<file path="config.mk">
export PLATFORM = sky130hd
export DESIGN_NAME = serial_subtractor
export DESIGN_NICKNAME = d
export VERILOG_FILES = /design/src/rtl/serial_arith_pkg.sv /design/src/rtl/full_subtractor.sv /design/src/rtl/serial_subtractor.sv
export SDC_FILE = /design/constraint.sdc
export NUM_CORES = 1
export LEC_CHECK = 0
export BUFFER_PORTS_ARGS = -buffer_cell sky130_fd_sc_hd__clkbuf_2
export CORE_MARGIN = 2
export CORE_UTILIZATION = 57
export DETAILED_ROUTE_END_ITERATION = 8
export PLACE_DENSITY = 0.82
export SLEW_MARGIN = 10
export SYNTH_ARGS = -nofsm -noshare
export SYNTH_HDL_FRONTEND = slang
export SYNTH_SLANG_ARGS = --single-unit
</file>
<file path="constraint.sdc">
create_clock -name clk -period 3.15 [get_ports clk]
set_input_delay 0.315 -clock clk [delete_from_list [all_inputs] [get_ports clk]]
set_output_delay 0.315 -clock clk [all_outputs]
set_load 0.02 [all_outputs]
</file>
<file path="src/rtl/serial_arith_pkg.sv">
// Shared definitions for the bit-serial arithmetic blocks: FSM state encoding and
// counter sizing.
package serial_arith_pkg;

   typedef enum logic [1:0] {
      ST_IDLE  = 2'd0,
      ST_SHIFT = 2'd1,
      ST_DONE  = 2'd2
   } state_e;

   // Bits needed to count 0..width inclusive.
   function automatic int unsigned cnt_w(input int unsigned width);
      return $clog2(width + 1);
   endfunction

endpackage

</file>
<file path="src/rtl/full_subtractor.sv">
// One-bit full subtractor: D = A - B - Bin, with borrow-out Bout.
module full_subtractor (
   output logic D,
   output logic Bout,
   input  logic A,
   input  logic B,
   input  logic Bin
);

   assign D    = A ^ B ^ Bin;
   assign Bout = (~A & B) | (~(A ^ B) & Bin);

endmodule

</file>
<file path="src/rtl/serial_subtractor.sv">
// Bit-serial WIDTH-bit subtractor (diff = a - b), LSB first through a single full-subtractor
// cell, with valid/ready handshakes on both operand and result sides.
module serial_subtractor
   import serial_arith_pkg::*;
#(
   parameter int unsigned WIDTH = 4
) (
   input  logic             clk,
   input  logic             rst_n,
   input  logic             in_valid,
   output logic             in_ready,
   input  logic [WIDTH-1:0] a,
   input  logic [WIDTH-1:0] b,
   output logic             out_valid,
   input  logic             out_ready,
   output logic [WIDTH-1:0] diff,
   output logic             borrow,
   output logic             ovf
);

   localparam int unsigned     CW       = cnt_w(WIDTH);
   localparam logic [CW-1:0]   CNT_LAST = CW'(WIDTH - 1);

   state_e           state_q, state_d;
   logic [WIDTH-1:0] a_sh_q, b_sh_q, diff_q, diff_shift;
   logic [CW-1:0]    cnt_q;
   logic             bw_q, borrow_q, ovf_q;
   logic             a_msb_q, b_msb_q;
   logic             accept, step, last;
   logic             d, bo;

   full_subtractor u_fs (
      .D    (d),
      .Bout (bo),
      .A    (a_sh_q[0]),
      .B    (b_sh_q[0]),
      .Bin  (bw_q)
   );

   // New bit enters at the MSB so the LSB-first stream lands in place after WIDTH steps.
   if (WIDTH == 1) begin : g_w1
      assign diff_shift = d;
   end else begin : g_wn
      assign diff_shift = {d, diff_q[WIDTH-1:1]};
   end

   assign last = (cnt_q == CNT_LAST);

   always_comb begin
      state_d = state_q;
      accept  = 1'b0;
      step    = 1'b0;
      case (state_q)
         ST_IDLE: begin
            if (in_valid) begin
               accept  = 1'b1;
               state_d = ST_SHIFT;
            end
         end
         ST_SHIFT: begin
            step = 1'b1;
            if (last) state_d = ST_DONE;
         end
         ST_DONE: begin
            if (out_ready) state_d = ST_IDLE;
         end
         default: state_d = ST_IDLE;
      endcase
   end

   always_ff @(posedge clk or negedge rst_n) begin
      if (!rst_n) begin
         state_q <= ST_IDLE;
      end else begin
         state_q <= state_d;
      end
   end

   always_ff @(posedge clk or negedge rst_n) begin
      if (!rst_n) begin
         a_sh_q   <= '0;
         b_sh_q   <= '0;
         diff_q   <= '0;
         cnt_q    <= '0;
         bw_q     <= 1'b0;
         borrow_q <= 1'b0;
         ovf_q    <= 1'b0;
         a_msb_q  <= 1'b0;
         b_msb_q  <= 1'b0;
      end else if (accept) begin
         a_sh_q  <= a;
         b_sh_q  <= b;
         bw_q    <= 1'b0;
         cnt_q   <= '0;
         a_msb_q <= a[WIDTH-1];
         b_msb_q <= b[WIDTH-1];
      end else if (step) begin
         a_sh_q <= a_sh_q >> 1;
         b_sh_q <= b_sh_q >> 1;
         diff_q <= diff_shift;
         bw_q   <= bo;
         cnt_q  <= cnt_q + CW'(1);
         // The last bit produced is the result MSB, so overflow is decided here.
         if (last) begin
            borrow_q <= bo;
            ovf_q    <= (a_msb_q != b_msb_q) && (d != a_msb_q);
         end
      end
   end

   assign in_ready  = (state_q == ST_IDLE);
   assign out_valid = (state_q == ST_DONE);
   assign diff      = diff_q;
   assign borrow    = borrow_q;
   assign ovf       = ovf_q;

endmodule
</file>
==> results.toml <==
[routing]
vias = 769
drcViolationCount = 0
wire_per_inst_um = 12.8
viasPerCell = 5.23
ant_nets = 0
dr.pass1.iters = 5
totalWireLength_mm = 1.88
drtIter0Drc = 14

[logic_synthesis]
synth_area_leaders = "dfrtp_1 52%, nand2_1 6.8%, and2b_2 5.8%, o21ai_0 5.2%, a21oi_1 4.3%"
yosysMostFrequentCell = "dfrtp_1"
synth_area_um2 = 1050
yosysWarnings = 0
async_reset_ff_share_pct = 100
syn-num-nets = 117
netlist-cell-type-count = 24
synth.largest_area_cell = "dfrtp_1"
synth_edf_count = 0
synthTopCellsByCount = "22 x dfrtp_1, 19 x nand2_1, 11 x o21ai_0"
syn_inst = 102
avgSynthCellArea_um2 = 10.3
synth_top_area_share_pct = 52.4
yosysSeqAreaShare_pct = 52.4
synthFlopType = "dfrtp_1"
ys_ff_latch = 22

[critical_path]
crit_arrival_ns = 1.39
worstPathRequired_ns = 2.83
crit_type = "reg2out"
cp_max_fo = 15
cp-end-kind = "output port"
crit_chain = "nand2b_1 -> inv_1 -> clkbuf_2"
start_kind = "register"
slowest_delay_ns = 0.67
slowest_stage = "dfrtp_1"

[floorplanning]
design.core.area_um2 = 1730
std_cell_rows = 15
design.die.area_um2 = 2200
initial_core_util_pct = 60.9
die_h_um = 46.9
pin_count = 20
dieWidth_um = 46.9

[timing]
period_minus_slack_ns = 1.70
skew_ns = 0.0141
hold_viol = 0
rsz0062_at_grt = "false"
final-setup-viol-count = 0
relSlewSlack_pct = 51.1
setup_tns_ns = 0
min_period_over_period_pct = 54.0
worst_slew_pin_slew_ns = 0.731
fmax_mhz = 588
worst_slack_ns = 1.45
drv_slew = 0

[global_route]
grt_pass1_wl_mm = 3.16
grt_use_total_pct = 20.7
grt.overflow.total = 0
grt_max_degree = 23
antenna_found_initial = 0
grt_pass1_vias = 742

[power]
ir_drop_mv = 0.557
power_density_nw_per_um2 = 979
p_leak_nw = 0.605

[status]
status = "completed"

[cts]
cts_buffers = 3
postCtsSetupRepairBufs = 0
cts.sinks = 22
root_buffer = "clkbuf_4"
post_cts_resized = 0
cts_tree = "yes"
cts_hold_buf = 1
clkTransAtPathRegs_ns = 0.13
clock_latency_ns = 0.32
cts-htree-levels = 1
clk_path_buf_depth = 2

[place]
dp_hpwl_mm = 1.34
routabilityCongestion = 0.793
place.port_buffers = 19
place_area_um2 = 1150
dp_slack_ns = 1.57

[layout]
diodes = 0
layout.nets = 138
final_area_um2 = 1210
fin_util_pct = 70.4
drive_gt1_share_pct = 27.9
fillerInstances = 136
area_growth_pct = 15.6

[min_path]
worstHoldPathType = "in2reg"

[flow_run]
cap_violations = 0
worst max-delay path: cells and delay by family, from the launching register on:
kind                   cells  cell delay, ns
DFF                        1            0.67
buffers and inverters      2            0.24
and+or+nand+nor            1            0.16
stage by stage:
step	hold slack, ns	power [W]	std cells
after floorplan	0.0194	0.000849	102
after global placement	0.317	0.000951	142
after detailed placement	0.316	0.000978	142
after CTS	0.161	0.00119	147
after global routing	0.167	0.00128	147
final	0.156	0.00119	147
final timing paths:
kind | cells past startpoint | to | from | slack (ns)
setup / recovery | 3 | out_valid | state_q[1] | 1.45
hold / removal | 2 | state_q[1] | out_ready | 0.16
setup reg to reg | 3 | b_sh_q[1] | state_q[0] | 1.50
hold reg to reg | 2 | diff[0] | diff[0] | 0.50
max in group asynchronous | 2 | a_sh_q[3] | rst_n | 2.30
min in group asynchronous | 2 | ovf | rst_n | 0.49
sequential cells by signal (all words and copies together) (netlist names), 2 cells and up:
register and flops:
state_q 2, diff 4, a_sh_q 4, cnt_q 3
b_sh_q 4
cells by family after synthesis:
group,count (synthesis),share of synthesized area [%]
AND/OR/NAND/NOR,35,19.0
AO/OA/AOI/OAI,32,17.6
flip-flops,22,52.4
buffers and inverters,8,3.81
adder cells (fa/ha/maj),3,4.29
multiplexers,2,2.86
cells in the final DEF (no fill, tap or decap), types with 2 or more instances in the layout:
cell type	n
and2b_2	7
clkbuf_4	3
a22oi_1	6
nand2b_1	2
a21oi_1	9
nor2b_1	2
nand2_1	19
o21ai_0	11
o21ai_1	3
clkbuf_2	19
ha_1	2
dfrtp_1	22
mux2_4	2
inv_1	4
area by class of cell:
class / instances / area, um^2 / share of cell area [%]
tap: 25 / 31.3 / 2.57
timing repair buffer: 20 / 105 / 8.65
multi-input combinational: 72 / 460 / 37.9
inverter: 4 / 15.0 / 1.24
sequential: 22 / 551 / 45.3
clock buffer: 3 / 22.5 / 1.85
clock inverter: 1 / 30.0 / 2.47
power breakdown:
group          internal [W]  switching, W  leakage [nW]  total (W)
Combinational      0.000200      0.000261         0.297   0.000461
Sequential         0.000400      0.000110         0.280   0.000510
Clock              0.000129     0.0000888        0.0279   0.000218
Total              0.000729      0.000460         0.605    0.00119
metal layers:
| layer | share of wire [%] | GRT usage [%] | vias to the layer above |
|---|---|---|---|
| li1 | - | - | 386 |
| met1 | 49 | 27.5 | 356 |
| met2 | 44 | 32.1 | 22 |
| met3 | 3.9 | 3.46 | 5 |
| met4 | 2.5 | 11.7 | 0 |
| met5 | 0 | 0 | - |
No activity file was read; power rests on OpenSTA's default activity.
